<file path="src/rtl/allpass_cfg_pkg.sv">
// Shared types, constants and helpers for the all-pass configuration loader.
// FIXED_POINT / MAX_FILTER_FIFO_LENGTH fall back to local defaults when constants.svh is absent.
`ifndef FIXED_POINT
`define FIXED_POINT 8
`endif
`ifndef MAX_FILTER_FIFO_LENGTH
`define MAX_FILTER_FIFO_LENGTH 1024
`endif

package allpass_cfg_pkg;

  typedef enum logic [1:0] {StIdle, StPend, StSetup, StStrobe} state_e;

  typedef enum logic {FldTau = 1'b0, FldGain = 1'b1} field_e;

  localparam int unsigned FIXED_POINT = `FIXED_POINT;
  localparam int          TAU_MIN     = 1;
  localparam int          TAU_MAX     = `MAX_FILTER_FIFO_LENGTH;
  // Largest gain strictly below 1.0 in the fixed-point format.
  localparam int          GAIN_MAX    = (1 << FIXED_POINT) - 1;

  function automatic int unsigned word_width(input int unsigned width);
    return width + FIXED_POINT;
  endfunction

endpackage

</file>
<file path="src/rtl/cfg_saturate.sv">
// Combinational clamp of a host write into the legal range for its field.
module cfg_saturate
  import allpass_cfg_pkg::*;
#(
  parameter int unsigned WORD = 32
) (
  input  field_e            field,
  input  logic [WORD-1:0]   data,
  output logic [WORD-1:0]   value,
  output logic              sat
);

  localparam logic signed [WORD-1:0] TauLo  = WORD'(TAU_MIN);
  localparam logic signed [WORD-1:0] TauHi  = WORD'(TAU_MAX);
  localparam logic signed [WORD-1:0] GainHi = WORD'(GAIN_MAX);
  localparam logic signed [WORD-1:0] GainLo = -GainHi;

  logic signed [WORD-1:0] sdata;
  logic signed [WORD-1:0] lo;
  logic signed [WORD-1:0] hi;

  assign sdata = signed'(data);

  always_comb begin
    lo    = (field == FldGain) ? GainLo : TauLo;
    hi    = (field == FldGain) ? GainHi : TauHi;
    value = data;
    sat   = 1'b0;
    if (sdata < lo) begin
      value = lo;
      sat   = 1'b1;
    end else if (sdata > hi) begin
      value = hi;
      sat   = 1'b1;
    end
  end

endmodule

</file>
<file path="src/rtl/allpass_cfg_loader.sv">
// Shadow-register loader that commits tau/gain to the all-pass bank on a sample boundary.
// Optional readback port enabled by defining ALLPASS_CFG_READBACK_EN.
module allpass_cfg_loader
  import allpass_cfg_pkg::*;
#(
  parameter int unsigned WIDTH         = 24,
  parameter int unsigned N_FILTERS     = 4,
  parameter int unsigned STROBE_CYCLES = 2,
  localparam int unsigned WORD         = word_width(WIDTH),
  localparam int unsigned AW           = $clog2(N_FILTERS) + 1
) (
  input  logic                        clk,
  input  logic                        rst,
  input  logic                        sample_tick,
  input  logic                        cfg_valid,
  output logic                        cfg_ready,
  input  logic [AW-1:0]               cfg_addr,
  input  logic [WORD-1:0]             cfg_data,
  input  logic                        cfg_commit,
  output logic [N_FILTERS*WORD-1:0]   tau_out,
  output logic [N_FILTERS*WORD-1:0]   gain_out,
  output logic [N_FILTERS-1:0]        write_out,
  output logic                        busy,
  output logic                        err_sat
`ifdef ALLPASS_CFG_READBACK_EN
  ,
  input  logic [AW-1:0]               rd_addr,
  output logic [WORD-1:0]             rd_data
`endif
);

  localparam int unsigned CntW = $clog2(STROBE_CYCLES + 1);

  state_e          state_q, state_d;
  logic [CntW-1:0] cnt_q;
  logic            commit_pend_q, commit_pend_d;
  logic            err_sat_q;
  logic            strobe_last;
  logic            load_live;

  logic [WORD-1:0] tau_sh_q [N_FILTERS];
  logic [WORD-1:0] gain_sh_q[N_FILTERS];
  logic [WORD-1:0] tau_sh_d [N_FILTERS];
  logic [WORD-1:0] gain_sh_d[N_FILTERS];
  logic [WORD-1:0] tau_q    [N_FILTERS];
  logic [WORD-1:0] gain_q   [N_FILTERS];

  logic [AW-1:0]   wr_idx;
  field_e          wr_field;
  logic            wr_en;
  logic [WORD-1:0] sat_value;
  logic            sat_flag;

  assign wr_idx   = cfg_addr >> 1;
  assign wr_field = field_e'(cfg_addr[0]);
  // Out-of-range indices are silently dropped.
  assign wr_en    = cfg_valid && cfg_ready && (32'(wr_idx) < N_FILTERS);

  cfg_saturate #(
    .WORD (WORD)
  ) u_sat (
    .field (wr_field),
    .data  (cfg_data),
    .value (sat_value),
    .sat   (sat_flag)
  );

  assign strobe_last = (state_q == StStrobe) && (cnt_q == CntW'(STROBE_CYCLES - 1));

  always_ff @(posedge clk) begin
    if (rst) begin
      state_q       <= StIdle;
      cnt_q         <= '0;
      commit_pend_q <= 1'b0;
    end else begin
      state_q       <= state_d;
      cnt_q         <= (state_q == StStrobe) ? cnt_q + CntW'(1) : '0;
      commit_pend_q <= commit_pend_d;
    end
  end

  always_comb begin
    state_d       = state_q;
    commit_pend_d = commit_pend_q;
    unique case (state_q)
      StIdle:   if (cfg_commit) state_d = StPend;
      StPend:   if (sample_tick) state_d = StSetup;
      StSetup: begin
        state_d = StStrobe;
        if (cfg_commit) commit_pend_d = 1'b1;
      end
      StStrobe: begin
        if (cfg_commit) commit_pend_d = 1'b1;
        if (strobe_last) begin
          state_d       = (commit_pend_q || cfg_commit) ? StPend : StIdle;
          commit_pend_d = 1'b0;
        end
      end
      default:  state_d = StIdle;
    endcase
  end

  always_comb begin
    cfg_ready = (state_q == StIdle) || (state_q == StPend);
    busy      = (state_q != StIdle);
    write_out = {N_FILTERS{state_q == StStrobe}};
    load_live = (state_q == StPend) && sample_tick;
  end

  // Snapshot uses the next shadow value so a write in the tick cycle is included.
  always_comb begin
    for (int unsigned i = 0; i < N_FILTERS; i++) begin
      tau_sh_d[i]  = tau_sh_q[i];
      gain_sh_d[i] = gain_sh_q[i];
      if (wr_en && (32'(wr_idx) == i)) begin
        if (wr_field == FldGain) gain_sh_d[i] = sat_value;
        else                     tau_sh_d[i]  = sat_value;
      end
    end
  end

  always_ff @(posedge clk) begin
    if (rst) begin
      err_sat_q <= 1'b0;
      for (int unsigned i = 0; i < N_FILTERS; i++) begin
        tau_sh_q[i]  <= WORD'(TAU_MIN);
        gain_sh_q[i] <= '0;
        tau_q[i]     <= WORD'(TAU_MIN);
        gain_q[i]    <= '0;
      end
    end else begin
      err_sat_q <= err_sat_q | (wr_en & sat_flag);
      tau_sh_q  <= tau_sh_d;
      gain_sh_q <= gain_sh_d;
      if (load_live) begin
        tau_q  <= tau_sh_d;
        gain_q <= gain_sh_d;
      end
    end
  end

  assign err_sat = err_sat_q;

  for (genvar g = 0; g < N_FILTERS; g++) begin : g_pack
    assign tau_out[g*WORD +: WORD]  = tau_q[g];
    assign gain_out[g*WORD +: WORD] = gain_q[g];
  end

`ifdef ALLPASS_CFG_READBACK_EN
  logic [AW-1:0]   rd_addr_q;
  logic [AW-1:0]   rd_idx;
  logic [WORD-1:0] rd_val;
  logic [WORD-1:0] rd_data_q;

  assign rd_idx = rd_addr_q >> 1;

  always_comb begin
    rd_val = '0;
    for (int unsigned i = 0; i < N_FILTERS; i++) begin
      if (32'(rd_idx) == i) rd_val = rd_addr_q[0] ? gain_q[i] : tau_q[i];
    end
  end

  always_ff @(posedge clk) begin
    if (rst) begin
      rd_addr_q <= '0;
      rd_data_q <= '0;
    end else begin
      rd_addr_q <= rd_addr;
      rd_data_q <= rd_val;
    end
  end

  assign rd_data = rd_data_q;
`endif

endmodule
</file>
<file path="config.mk">
export PLATFORM = sky130hd
export DESIGN_NAME = allpass_cfg_loader
export DESIGN_NICKNAME = d
export VERILOG_FILES = /design/src/rtl/allpass_cfg_pkg.sv /design/src/rtl/cfg_saturate.sv /design/src/rtl/allpass_cfg_loader.sv
export SDC_FILE = /design/constraint.sdc
export NUM_CORES = 1
export LEC_CHECK = 0
export CELL_PAD_IN_SITES_DETAIL_PLACEMENT = 1
export CELL_PAD_IN_SITES_GLOBAL_PLACEMENT = 1
export CORE_MARGIN = 2
export CORE_UTILIZATION = 41
export DETAILED_ROUTE_END_ITERATION = 8
export PLACE_DENSITY_LB_ADDON = 0.2
export SETUP_SLACK_MARGIN = 0.15
export SLEW_MARGIN = 20
export SYNTH_ARGS = -nofsm -noshare
export SYNTH_HDL_FRONTEND = slang
export SYNTH_HIERARCHICAL = 1
export SYNTH_SLANG_ARGS = --single-unit
</file>
<file path="constraint.sdc">
create_clock -name clk -period 4.3 [get_ports clk]
set_input_delay 0.43 -clock clk [delete_from_list [all_inputs] [get_ports clk]]
set_output_delay 0.43 -clock clk [all_outputs]
set_load 0.005 [all_outputs]
</file>
==> impl_results.md <==
- Status: finished, final reports clean
- Synthesized instance count: 2,263
- Syn Nets: 2,342
- DP Cell Count: 3,041
- Non-Filler Instances: 3,135
- Initial DRC count: 1,834
- Async SR Flop Fraction: 0%
- H-Tree Depth: 2
- Post-cts sizing count: 0
- Proportion of layout cells with a drive suffix above 1: 8.53%
- Worst EP arrival: 3.87 ns
- Worst-path fanout max: 33
- First-pass GRT wire length: 119,000 um
- Final hold vios: 0
- Clk sinks: 518
- Setup Viol. Count Final: 0
- Cell chain of the critical path: clkdlybuf4s50_1, inv_1, buf_12, ha_1, or4_4, a2111oi_2, o22a_2, and2b_4, a21o_1, nand3_1, a31oi_1
- CTS root buf: clkbuf_16
- Worst path max stage delay: 0.53 ns
- Nets: 2,503
- Clock tree buffer depth: 3
- CP required: 4.82 ns
- Area contributors post-synth: dfxtp_1 (50%), o21bai_1 (9.2%), a31oi_1 (7.6%), a21oi_1 (6.4%), nand3_1 (6.1%)
- Fin util: 51.7%
- I/O pin count: 303
- Vias/cell: 6.14
- Fin. max-slew vios: 0
- CTS tree: done
- Row count: 82
- N_diodes: 0
- Sequential fraction of the synthesis area: 50.1%
- Final Wtd Congestion: 0.830
- Gr ovfl total: 0
- Synth cell types: 58
- Yosys warns: 6
- Yosys top cell area share: 50.1%
- Vias post-DR: 19,200
- Peak VDD IR: 0.294 mV
- Pre-CTS setup slack: 0.360 ns
- Crit path launch type: primary input
- Setup Fix Bufs, Post-CTS: 0
- Max-Cap Viols: 0
- Clk_skew: 0.0151 ns
- Fill count: 5,611
- EDFF count, synth: 0
- Total CTS buffers: 53
- Final wirelength: 79,400 um
- Worst setup EP type: flip-flop
- Post-synth top area cell: dfxtp_1
- Leakage power: 0.00971 uW
- Post-route setup TNS: 0 ns
- Yosys reg bits: 518
- Initial Util: 41.5%
- Mapped Area: 20,700 um2
- Worst Path Class, Setup: in2reg
- Overall routing resource usage: 29.4%
- Pre-antenna DRT Iters: 5
- Routed WL per cell: 25.3 um
- Slowest-stage cell, CP: or4_4
- Clock transition at path regs: 0.06 ns
- IO Port Bufs: 302
- Worst hold path class: in2reg
- Vias in the first global route: 19,200
- Syn_area_per_cell: 9.15 um2
- Skew-Pair Late Insertion Delay: 0.60 ns
- Max Clock Freq: 0.298 GHz
- Die height: 229 um
- Final worst slack: 0.947 ns
- Largest net degree at the start of global routing: 174
- Detail Placement HPWL: 50,700 um
- Die area: 52,300 um2
- Multi-input gate area: 9040 um2
- Initial antenna violation count: 1
- Core area: 50,000 um2
- Power Dens Cells: 581 nW/um2
- Slew margin rel.: 27.3%
- Area taken by flip-flops and latches: 10,400 um2
- Hold-fix buffers at CTS: 0
- Slew @ Worst Pin: 1.09 ns
- Routed Antenna Nets: 0
- Area grow syn2layout: 24.8%
- Residual DRC: 0
- Minimum clock period: 3.35 ns
- Die width: 229 um
- RSZ-0062 raised after global routing: false
- Synth Flop Type: dfxtp_1
- Final worst-path cycle share: 78.0%
==> critical path, delay by kind of cell <==
kind	cells	cell delay, ns
compound gates	4	1.40
simple gates	3	1.06
buf+inv	3	0.74
fa+ha+maj	1	0.21
==> area by class of cell <==
class,instances,area share [%]
Tap cell,672,3.25
Timing Repair Buffer,374,14.8
Clock buffer,84,6.17
Clock inverter,10,0.498
Sequential cell,518,40.1
Multi-Input combinational cell,1466,35.0
Inverter,11,0.160
==> synth_stat cells, drive strengths merged, types with 5 or more instances <==
cell type,n
nor2,11
o21ai,259
buf,143
clkbuf,125
inv,11
a21o,22
ha,39
a211oi,5
a21oi,271
nand2,14
a2111oi,5
nand4,10
a211o,5
nor3,12
a31oi,253
nor4,6
nand3,254
dfxtp,518
o21bai,254
==> logic make-up after synthesis <==
logic type      count (synthesis)  share of synthesized area (%)
flops                         518                           50.1
xor+xnor                        1                         0.0423
fa+ha+maj                      39                           2.36
mux                             2                          0.103
simple gates                  332                           8.34
buf+inv                       279                           6.58
compound gates               1092                           32.5
==> routing by layer <==
metal,up-vias,track usage [%],wire (um)
li1,8723,-,-
met1,9702,38.4,33600
met2,654,47.8,37300
met3,164,4.72,4890
met4,2,13.1,3560
met5,-,0,13
==> path summary, 6_finish.rpt <==
check / start / end / slack, ns / depth (start not counted)
min reg2reg: cnt_q[0]$_SDFF_PP0_ / cnt_q[0]$_SDFF_PP0_ / 0.42 / 1
min: rst / gain_sh_q[93]$_SDFF_PP0_ / 0.42 / 2
max reg2reg: state_q[1]$_SDFFE_PP0P_ / tau_sh_q[64]$_SDFF_PP1_ / 1.62 / 6
max: cfg_addr[0] / tau_out[27]$_SDFFE_PP0P_ / 0.95 / 11
==> per-stage QoR <==
stage	hold slack [ns]	power, uW	area, um2
finish	0.416	15000	25900
global route	0.437	15600	25900
CTS	0.422	15100	25900
detailed placement	0.414	10400	24100
global placement	0.406	10300	24100
floorplan	0.398	7940	20700
==> power by group <==
| group | internal [uW] | switching (uW) | leakage, uW |
|---|---|---|---|
| Sequential | 5480 | 547 | 0.00421 |
| Clock | 2710 | 1940 | 0.000849 |
| Combinational | 1820 | 2540 | 0.00465 |
==> cells in the final DEF, fill, tap and decap left out, types with 4 or more instances in the layout <==
master           instances
buf_12                  20
nand2b_1                 4
nor3_1                  12
a21o_1                  22
nand2_1                 14
a31oi_1                253
o21ai_2                 32
a21boi_0                 4
o21ai_1                 42
clkdlybuf4s50_1        301
nor4_1                   6
nor2_1                  11
clkbuf_16               55
inv_1                   11
ha_1                    39
clkbuf_8                11
o21ai_0                184
a211oi_1                 5
a211o_1                  5
clkbuf_1                18
nor2b_1                  4
a21oi_2                  7
buf_4                   51
clkinv_2                 6
a21oi_1                264
o21bai_1               252
a2111oi_0                4
nand4_1                 10
nand3_1                253
dfxtp_1                518
==> state kept, by name (all words and copies together), names as in the netlist <==
name,cells
gain_out,128
gain_sh_q,128
tau_out,128
tau_sh_q,128
cnt_q,2
state_q,2
commit_pend_q,1
err_sat,1
No activity file was read; power rests on OpenSTA's default activity.
